<file path="config.mk">
export PLATFORM = sky130hd
export DESIGN_NAME = mul_err_monitor
export DESIGN_NICKNAME = d
export VERILOG_FILES = /design/src/rtl/mul_err_pkg.sv /design/src/rtl/err_dist.sv /design/src/rtl/mul_err_monitor.sv
export SDC_FILE = /design/constraint.sdc
export NUM_CORES = 1
export LEC_CHECK = 0
export CORE_MARGIN = 1.5
export CORE_UTILIZATION = 58
export CTS_BUF_LIST = sky130_fd_sc_hd__clkbuf_16
export DETAILED_ROUTE_END_ITERATION = 12
export HOLD_SLACK_MARGIN = 0.06
export PLACE_DENSITY = 0.82
export REMOVE_ABC_BUFFERS = 1
export SLEW_MARGIN = 25
export SYNTH_ARGS = -nofsm -noshare
export SYNTH_HDL_FRONTEND = slang
export SYNTH_HIERARCHICAL = 1
export SYNTH_SLANG_ARGS = --single-unit
</file>
<file path="constraint.sdc">
create_clock -name clk -period 5.2 [get_ports clk]
set_input_delay 1.04 -clock clk [delete_from_list [all_inputs] [get_ports clk]]
set_output_delay 1.04 -clock clk [all_outputs]
set_load 0.02 [all_outputs]
</file>
<file path="src/rtl/mul_err_pkg.sv">
// ============================================================================
// Module : mul_err_pkg
// Brief  : Shared widths, sweep defaults and state encoding for the
//          multiplier error monitor.
// Rev    : 1.0
// ============================================================================
`default_nettype none

package mul_err_pkg;

    localparam int W          = 8;
    localparam int PW         = 2 * W;
    localparam int OP_MIN_DEF = 1;
    localparam int OP_MAX_DEF = 255;

    typedef enum logic [1:0] {
        IDLE  = 2'd0,
        SWEEP = 2'd1,
        DRAIN = 2'd2,
        DONE  = 2'd3
    } state_t;

endpackage

`default_nettype wire

</file>
<file path="src/rtl/err_dist.sv">
// ============================================================================
// Module : err_dist
// Brief  : Combinational absolute distance |x - y| and inequality flag.
// Rev    : 1.0
// ============================================================================
`default_nettype none

module err_dist
    import mul_err_pkg::*;
#(
    parameter int DW = PW
) (
    input  logic [DW-1:0] i_x,
    input  logic [DW-1:0] i_y,
    output logic [DW-1:0] o_dist,
    output logic          o_neq
);

    // One extra bit keeps the full unsigned range representable as a signed difference.
    logic signed [DW:0] w_diff;

    assign w_diff = $signed({1'b0, i_x}) - $signed({1'b0, i_y});
    assign o_dist = w_diff[DW] ? DW'(-w_diff) : w_diff[DW-1:0];
    assign o_neq  = (i_x != i_y);

endmodule

`default_nettype wire

</file>
<file path="src/rtl/mul_err_monitor.sv">
// ============================================================================
// Module : mul_err_monitor
// Brief  : Sweeps operand pairs into an external multiplier and accumulates
//          error-distance statistics against an exact product.
// Rev    : 1.0
// ============================================================================
`default_nettype none

module mul_err_monitor
    import mul_err_pkg::*;
#(
    parameter int W      = mul_err_pkg::W,
    parameter int OP_MIN = OP_MIN_DEF,
    parameter int OP_MAX = OP_MAX_DEF,
    parameter int CNT_W  = 17,
    parameter int SUM_W  = 32
) (
    input  logic               clk,
    input  logic               rst_n,
    input  logic               start,
    output logic [W-1:0]       op_a,
    output logic [W-1:0]       op_b,
    input  logic [2*W-1:0]     prod_in,
    output logic               busy,
    output logic               done,
    output logic [SUM_W-1:0]   err_sum,
    output logic [2*W-1:0]     err_max,
    output logic [CNT_W-1:0]   num_wrong,
    output logic [CNT_W-1:0]   num_total
);

    localparam int             c_pw     = 2 * W;
    localparam logic [W-1:0]   c_op_min = W'(OP_MIN);
    localparam logic [W-1:0]   c_op_max = W'(OP_MAX);

    state_t             r_state;
    state_t             w_state_nxt;
    logic               w_start_sweep;
    logic               w_last_pair;
    logic [W-1:0]       r_op_a;
    logic [W-1:0]       r_op_b;
    logic [c_pw-1:0]    w_exact;
    logic [c_pw-1:0]    r_prod_q;
    logic [c_pw-1:0]    r_exact_q;
    logic               r_valid_q;
    logic [c_pw-1:0]    w_dist;
    logic               w_neq;
    logic               r_done;
    logic [SUM_W-1:0]   r_err_sum;
    logic [c_pw-1:0]    r_err_max;
    logic [CNT_W-1:0]   r_num_wrong;
    logic [CNT_W-1:0]   r_num_total;

    assign w_last_pair = (r_op_a == c_op_max) && (r_op_b == c_op_max);
    assign w_exact     = c_pw'(r_op_a) * c_pw'(r_op_b);

    always_ff @(posedge clk or negedge rst_n) begin
        if (!rst_n) begin
            r_state <= IDLE;
        end else begin
            r_state <= w_state_nxt;
        end
    end

    always_comb begin
        w_state_nxt = r_state;
        case (r_state)
            IDLE, DONE: if (start)       w_state_nxt = SWEEP;
            SWEEP:      if (w_last_pair) w_state_nxt = DRAIN;
            DRAIN:                       w_state_nxt = DONE;
            default:                     w_state_nxt = IDLE;
        endcase
    end

    always_comb begin
        busy          = (r_state == SWEEP) || (r_state == DRAIN);
        w_start_sweep = ((r_state == IDLE) || (r_state == DONE)) && start;
        done          = r_done;
    end

    // op_b is the inner loop; operands freeze on the last pair.
    always_ff @(posedge clk or negedge rst_n) begin
        if (!rst_n) begin
            r_op_a <= c_op_min;
            r_op_b <= c_op_min;
        end else if (w_start_sweep) begin
            r_op_a <= c_op_min;
            r_op_b <= c_op_min;
        end else if ((r_state == SWEEP) && !w_last_pair) begin
            if (r_op_b == c_op_max) begin
                r_op_b <= c_op_min;
                r_op_a <= r_op_a + W'(1);
            end else begin
                r_op_b <= r_op_b + W'(1);
            end
        end
    end

    assign op_a = r_op_a;
    assign op_b = r_op_b;

    always_ff @(posedge clk or negedge rst_n) begin
        if (!rst_n) begin
            r_valid_q <= 1'b0;
            r_prod_q  <= '0;
            r_exact_q <= '0;
            r_done    <= 1'b0;
        end else begin
            r_valid_q <= (r_state == SWEEP);
            r_prod_q  <= prod_in;
            r_exact_q <= w_exact;
            r_done    <= (r_state == DRAIN);
        end
    end

    err_dist #(
        .DW     (c_pw)
    ) u_err_dist (
        .i_x    (r_prod_q),
        .i_y    (r_exact_q),
        .o_dist (w_dist),
        .o_neq  (w_neq)
    );

    always_ff @(posedge clk or negedge rst_n) begin
        if (!rst_n) begin
            r_err_sum   <= '0;
            r_err_max   <= '0;
            r_num_wrong <= '0;
            r_num_total <= '0;
        end else if (w_start_sweep) begin
            r_err_sum   <= '0;
            r_err_max   <= '0;
            r_num_wrong <= '0;
            r_num_total <= '0;
        end else if (r_valid_q) begin
            r_err_sum   <= r_err_sum + SUM_W'(w_dist);
            if (w_dist > r_err_max) begin
                r_err_max <= w_dist;
            end
            r_num_wrong <= r_num_wrong + CNT_W'(w_neq);
            r_num_total <= r_num_total + CNT_W'(1);
        end
    end

    assign err_sum   = r_err_sum;
    assign err_max   = r_err_max;
    assign num_wrong = r_num_wrong;
    assign num_total = r_num_total;

endmodule

`default_nettype wire

</file>
After elaboration in Yosys (flattened, before gate mapping)
Index checks and enable logic that the tools add are counted.

Register bits: 134. Input port bits: 19.

Add/sub/neg operators: 7. Multiply operators: 1. Order comparisons: 1. Eq/ne operators: 8. Multiplexer cells: 19. Reductions and logical operators: 15.

Operators with widths (count): 17-bit 2-to-1 mux (4); 16-bit 2-to-1 mux (4); 32-bit 2-to-1 mux (2); 8-bit 2-to-1 mux (6); 32-bit by 16-bit adder with 32-bit output (1); 17-bit by 1-bit adder with 17-bit output (1); 17-bit by 1-bit adder with 17-bit output, second input constant (1); 16-bit by 16-bit subtractor with 17-bit output (1); 8-bit by 1-bit adder with 8-bit output, second input constant (2); 8-bit == test, second input constant (2); 16-bit > comparator (1); 8-bit by 8-bit multiplier with 16-bit output (1); 16-bit != test (1); 16-bit negation (1); 2-bit nonzero test (4); 2-bit case mux with 3 select lines (1); 2-bit AND reduction (3); 2-bit == test, second input constant (2); 2-bit 2-to-1 mux (2); 2-bit != test, second input constant (2); 1-bit logical AND (3); 2-bit by 1-bit == test with 1-bit output, second input constant (1); 2-bit logical NOT (1); 1-bit logical OR (2); other kinds (2) (2).

Longest topological paths before layout
Depth after elaboration: 7. Depth in mapped cells: 22. Depth with buffers taken out: 20.

By module
Netlist, hierarchy kept.

By module, submodules not included: mul_err_monitor (times used 1, cells each 984, area each 9140.0 um^2, sequential area each 3355.7 um^2); err_dist (times used 1, cells each 190, area each 1338.8 um^2, sequential area each 0.0 um^2).

Worst setup path after synthesis
Ideal clock, no wire load.

Path kind: flip-flop to flip-flop. From: register r_prod_q[0]. To: register r_err_sum[24] (netlist: err_sum[24]). Setup time: 0.082 ns. Data arrival time: 4.590 ns. Data required time: 5.118 ns. Path slack: 0.528 ns. Cell stages (with the launch flop): 21. Buffers on the path: 1. Path through: dfrtp_1 -> inv_1 -> ha_1 -> inv_1 -> fa_1 -> a21o_1 -> a221oi_4 -> o211ai_1 -> nand2_1 -> nor2_1 -> a211oi_2 -> buf_2 -> o41ai_1 -> xnor2_1 -> ha_1 -> and4_1 -> a21o_1 -> or3_4 -> o21a_1 -> or4b_1 -> a31oi_1.

Word-level cells in the longest chain between the ends: 6.

Ends and longest elaborated chain: start, declared (line mul_err_monitor.sv:43) `logic [c_pw-1:0] r_prod_q;`; start signal, assigned (line mul_err_monitor.sv:110) `r_prod_q <= prod_in;`; 16-bit by 16-bit subtractor with 17-bit output (*) (line err_dist.sv:22) `assign w_diff = $signed({1'b0, i_x}) - $signed({1'b0, i_y});`; 16-bit negation (line err_dist.sv:23) `assign o_dist = w_diff[DW] ? DW'(-w_diff) : w_diff[DW-1:0];`; 16-bit 2-to-1 mux (*) (line err_dist.sv:23); via w_dist[6] (line mul_err_monitor.sv:46) `logic [c_pw-1:0] w_dist;`; 32-bit by 16-bit adder with 32-bit output (*) (line mul_err_monitor.sv:137) `r_err_sum <= r_err_sum + SUM_W'(w_dist);`; 32-bit 2-to-1 mux (*) (line mul_err_monitor.sv:136) `end else if (r_valid_q) begin`; 32-bit 2-to-1 mux (*) (line mul_err_monitor.sv:131) `end else if (w_start_sweep) begin`; end signal, assigned (line mul_err_monitor.sv:137); end, declared (line mul_err_monitor.sv:49) `logic [SUM_W-1:0] r_err_sum;`.

Mark *: on every way through the listed nets, which the timed path passes. The rest lies on a longest branch. The select of a mux whose other input is x is not followed. A chain may end at the register's enable or synchronous reset.

Worst setup path in the final report
From: register r_prod_q[0]. To: register r_err_max[10] (netlist: err_max[10]).

Word-level cells in the longest chain between the ends: 6. Elaborated cells on any way between the ends: 9.

Ends and longest elaborated chain: 16-bit by 16-bit subtractor with 17-bit output (*) (line err_dist.sv:22); 16-bit negation (line err_dist.sv:23); 16-bit 2-to-1 mux (*) (line err_dist.sv:23); via w_dist[14] (line mul_err_monitor.sv:46); 16-bit > comparator (*) (line mul_err_monitor.sv:138) `if (w_dist > r_err_max) begin`; 2-bit nonzero test (no line) (*); 2-bit AND reduction (no line) (*); end signal, assigned (line mul_err_monitor.sv:139) `r_err_max <= w_dist;`; end, declared (line mul_err_monitor.sv:50) `logic [c_pw-1:0] r_err_max;`.

Marked as above.

==> flow_metrics.tcl <==
set metrics [dict create \
    final_cell_mix "dfrtp_1 (132), clkdlybuf4s50_1 (117), nand2_1 (116)" \
    cts.root.buffer_cell "clkbuf_16" \
    fillCellCount 1308 \
    hpwlAfterDp_mm 18.6 \
    grt_max_degree 95 \
    synthArstFlopShare_pct 100 \
    gp_routability_congestion 0.956 \
    drtIter0Drc 713 \
    antenna_found_initial 1 \
    ctsHoldBuffers 0 \
    viasPerCell 5.89 \
    crit_required_ns 5.53 \
    drive_gt1_share_pct 6.02 \
    peakVddDrop_v 0.000441 \
    hold_path_class "flop to flop" \
    rows 48 \
    cp.arrival_ns 5.31 \
    synth_cell_types 68 \
    routed_wl_mm 25.4 \
    synth-edff-count 0 \
    power.density_nw_per_um2 426 \
    die_w_um 137 \
    layout.nets 1433 \
    die_h_um 137 \
    finClkSkew_ns 0.0111 \
    grt_remaining_overflow 0 \
    maxSlewHeadroom_pct 43.4 \
    endpoint_kind "flop" \
    drcViolationCount 0 \
    hold_viol 0 \
    cts_made_buffers 17 \
    dieArea_um2 18900 \
    synth_area_leaders "dfrtp_1 (32%), ha_1 (11%), fa_1 (7.3%), nand2_1 (4.2%), inv_1 (4.0%)" \
    leakage_nw 5.63 \
    slew_violations 0 \
    clk_latency_ns 0.43 \
    synth_flop_cell "dfrtp_1" \
    grt_pass1_wl_mm 41.5 \
    netlist_area_um2 10500 \
    portBuffers 118 \
    clockBufferDepth 2 \
    syn_to_final_growth_pct 19.4 \
    start_util_pct 60.0 \
    grt_usage_pct 27.9 \
    wl_per_cell_um 16.7 \
    via_count 8969 \
    start_kind "flop" \
    synth_top_area_share_pct 31.5 \
    ys_seq_area_share_pct 32.0 \
    htreeDepth 4 \
    setup-violations-final 0 \
    tightest_slew_ns 0.848 \
    setup_ws_ns 0.217 \
    fin_tns_setup_ns 0 \
    yosys_warnings 6 \
    first_global_vias 8448 \
    core_um2 17500 \
    outcome "complete, no violations" \
    drtAntennaViolNets 0 \
    final_common_cell "dfrtp_1" \
    min_period_ns 4.98 \
    period_share_pct 95.8 \
    avgSynthCellArea_um2 8.93 \
    cts_tree "done" \
    maxCapViolCount 0 \
    critical_path_class "flop to flop" \
    syn_inst 1174 \
    fmax_mhz 201 \
    io_pins 119 \
    crit_fanout 10 \
    ys_ff_latch 134 \
    clock_sinks 134 \
    synth_top_cell_by_area "dfrtp_1" \
    drt_first_pass_iters 5 \
    place_ws_ns 0.174 \
    cts.clk_slew.worst_paths_ns 0.06 \
]
## cell type report
type | count | area [µm²] | area share (%)
Inverter | 112 | 420 | 3.36
Sequential cell | 134 | 3360 | 26.8
Multi-Input combinational cell | 880 | 6540 | 52.2
Tap cell | 225 | 282 | 2.25
Clock buffer | 17 | 425 | 3.40
Clock inverter | 15 | 141 | 1.13
Antenna cell | 1 | 2.50 | 0.0200
Timing Repair Buffer | 138 | 1350 | 10.8
## per-stage QoR
step	utilization [%]	cell area [µm²]	hold slack [ns]	total power, W	std cells
after floorplan	-	10300	0.471	0.00319	1126
after global placement	67.8	11900	0.498	0.00402	1481
after detailed placement	67.8	11900	0.538	0.00409	1481
after CTS	71.1	12400	0.550	0.00529	1513
after global routing	71.6	12500	0.587	0.00569	1521
final	71.6	12500	0.548	0.00533	1522
## synth_stat cells (4+ instances only)
cell	number
nand3b_1	4
nand2_1	117
a211oi_1	17
and3_1	14
a211o_1	5
buf_2	4
fa_1	38
ha_1	93
nand3_1	33
a2111o_1	5
xnor2_1	38
nand2b_1	13
a21boi_0	4
nor2b_1	8
and4_1	4
a31oi_1	4
o21ai_0	51
and2_1	53
a21o_1	17
dfrtp_1	132
nor4_1	4
inv_1	112
o211ai_1	10
nor2_1	96
o21a_1	15
o31a_1	7
a21oi_1	55
mux2i_1	31
buf_1	6
nand4_1	29
clkbuf_1	38
nor3_1	13
o311ai_0	4
or3_1	14
xor2_1	30
## power by group
part / internal (W) / switching, W / leakage (nW)
logic: 0.00108 / 0.00162 / 3.59
clock network: 0.000668 / 0.000505 / 0.267
registers: 0.00123 / 0.000224 / 1.78
## flip-flops by register name (all words and copies together), names as in the netlist
signal and count:
r_valid_q 1, r_exact_q 16, r_prod_q 16, done 1, err_max 16, num_total 17, num_wrong 17, r_state 2
op_a 8, err_sum 32, op_b 8
## final timing paths
| check | start | endpoint | slack [ns] | depth (start not counted) |
|---|---|---|---|---|
| min in group asynchronous | rst_n | err_max[5] | 0.70 | 1 |
| max in group asynchronous | rst_n | num_wrong[0] | 3.42 | 2 |
| worst min register to register | err_max[1] | err_max[1] | 0.55 | 2 |
| worst max register to register | r_prod_q[0] | err_max[10] | 0.22 | 19 |
| worst max-delay path | r_prod_q[0] | err_max[10] | 0.22 | 19 |
| worst min-delay path | err_max[1] | err_max[1] | 0.55 | 2 |
## per-layer routing
metal | global-route usage (%) | vias up | share of wire [%]
met5 | 0 | - | 0
met4 | 11.4 | 0 | 3.1
met3 | 5.70 | 61 | 5.9
met2 | 44.9 | 304 | 49
met1 | 36.7 | 4336 | 42
li1 | - | 4268 | -
## what timing repair did
| item | 4_1_cts | 5_1_grt |
|---|---|---|
| endpoints found under the setup margin | 0 | 15 |
| gates resized for setup | 0 | 5 |
| buffers inserted | 0 | 7 |
## worst max-delay path: stages (launching register included)
cell,delay [ns]
dfrtp_1,0.36
inv_1,0.06
ha_1,0.17
inv_1,0.06
fa_1,0.39
a21o_1,0.21
a221oi_4,0.42
xnor2_1,0.20
nor4_4,0.38
nand2_1,0.17
or3_4,0.43
o21ai_2,0.14
xnor2_1,0.14
ha_1,0.33
nand4_1,0.14
nor3_1,0.33
a21boi_0,0.24
o311a_1,0.22
buf_4,0.23
mux2i_1,0.27
## cells by family after synthesis
group / share of synthesized area (%)
fa+ha+maj: 18.4
buf+inv: 5.78
simple gates: 19.9
xor+xnor: 5.68
flops: 32.0
compound gates: 14.9
mux: 3.28
Note: power is estimated with default switching activity, not from simulation.
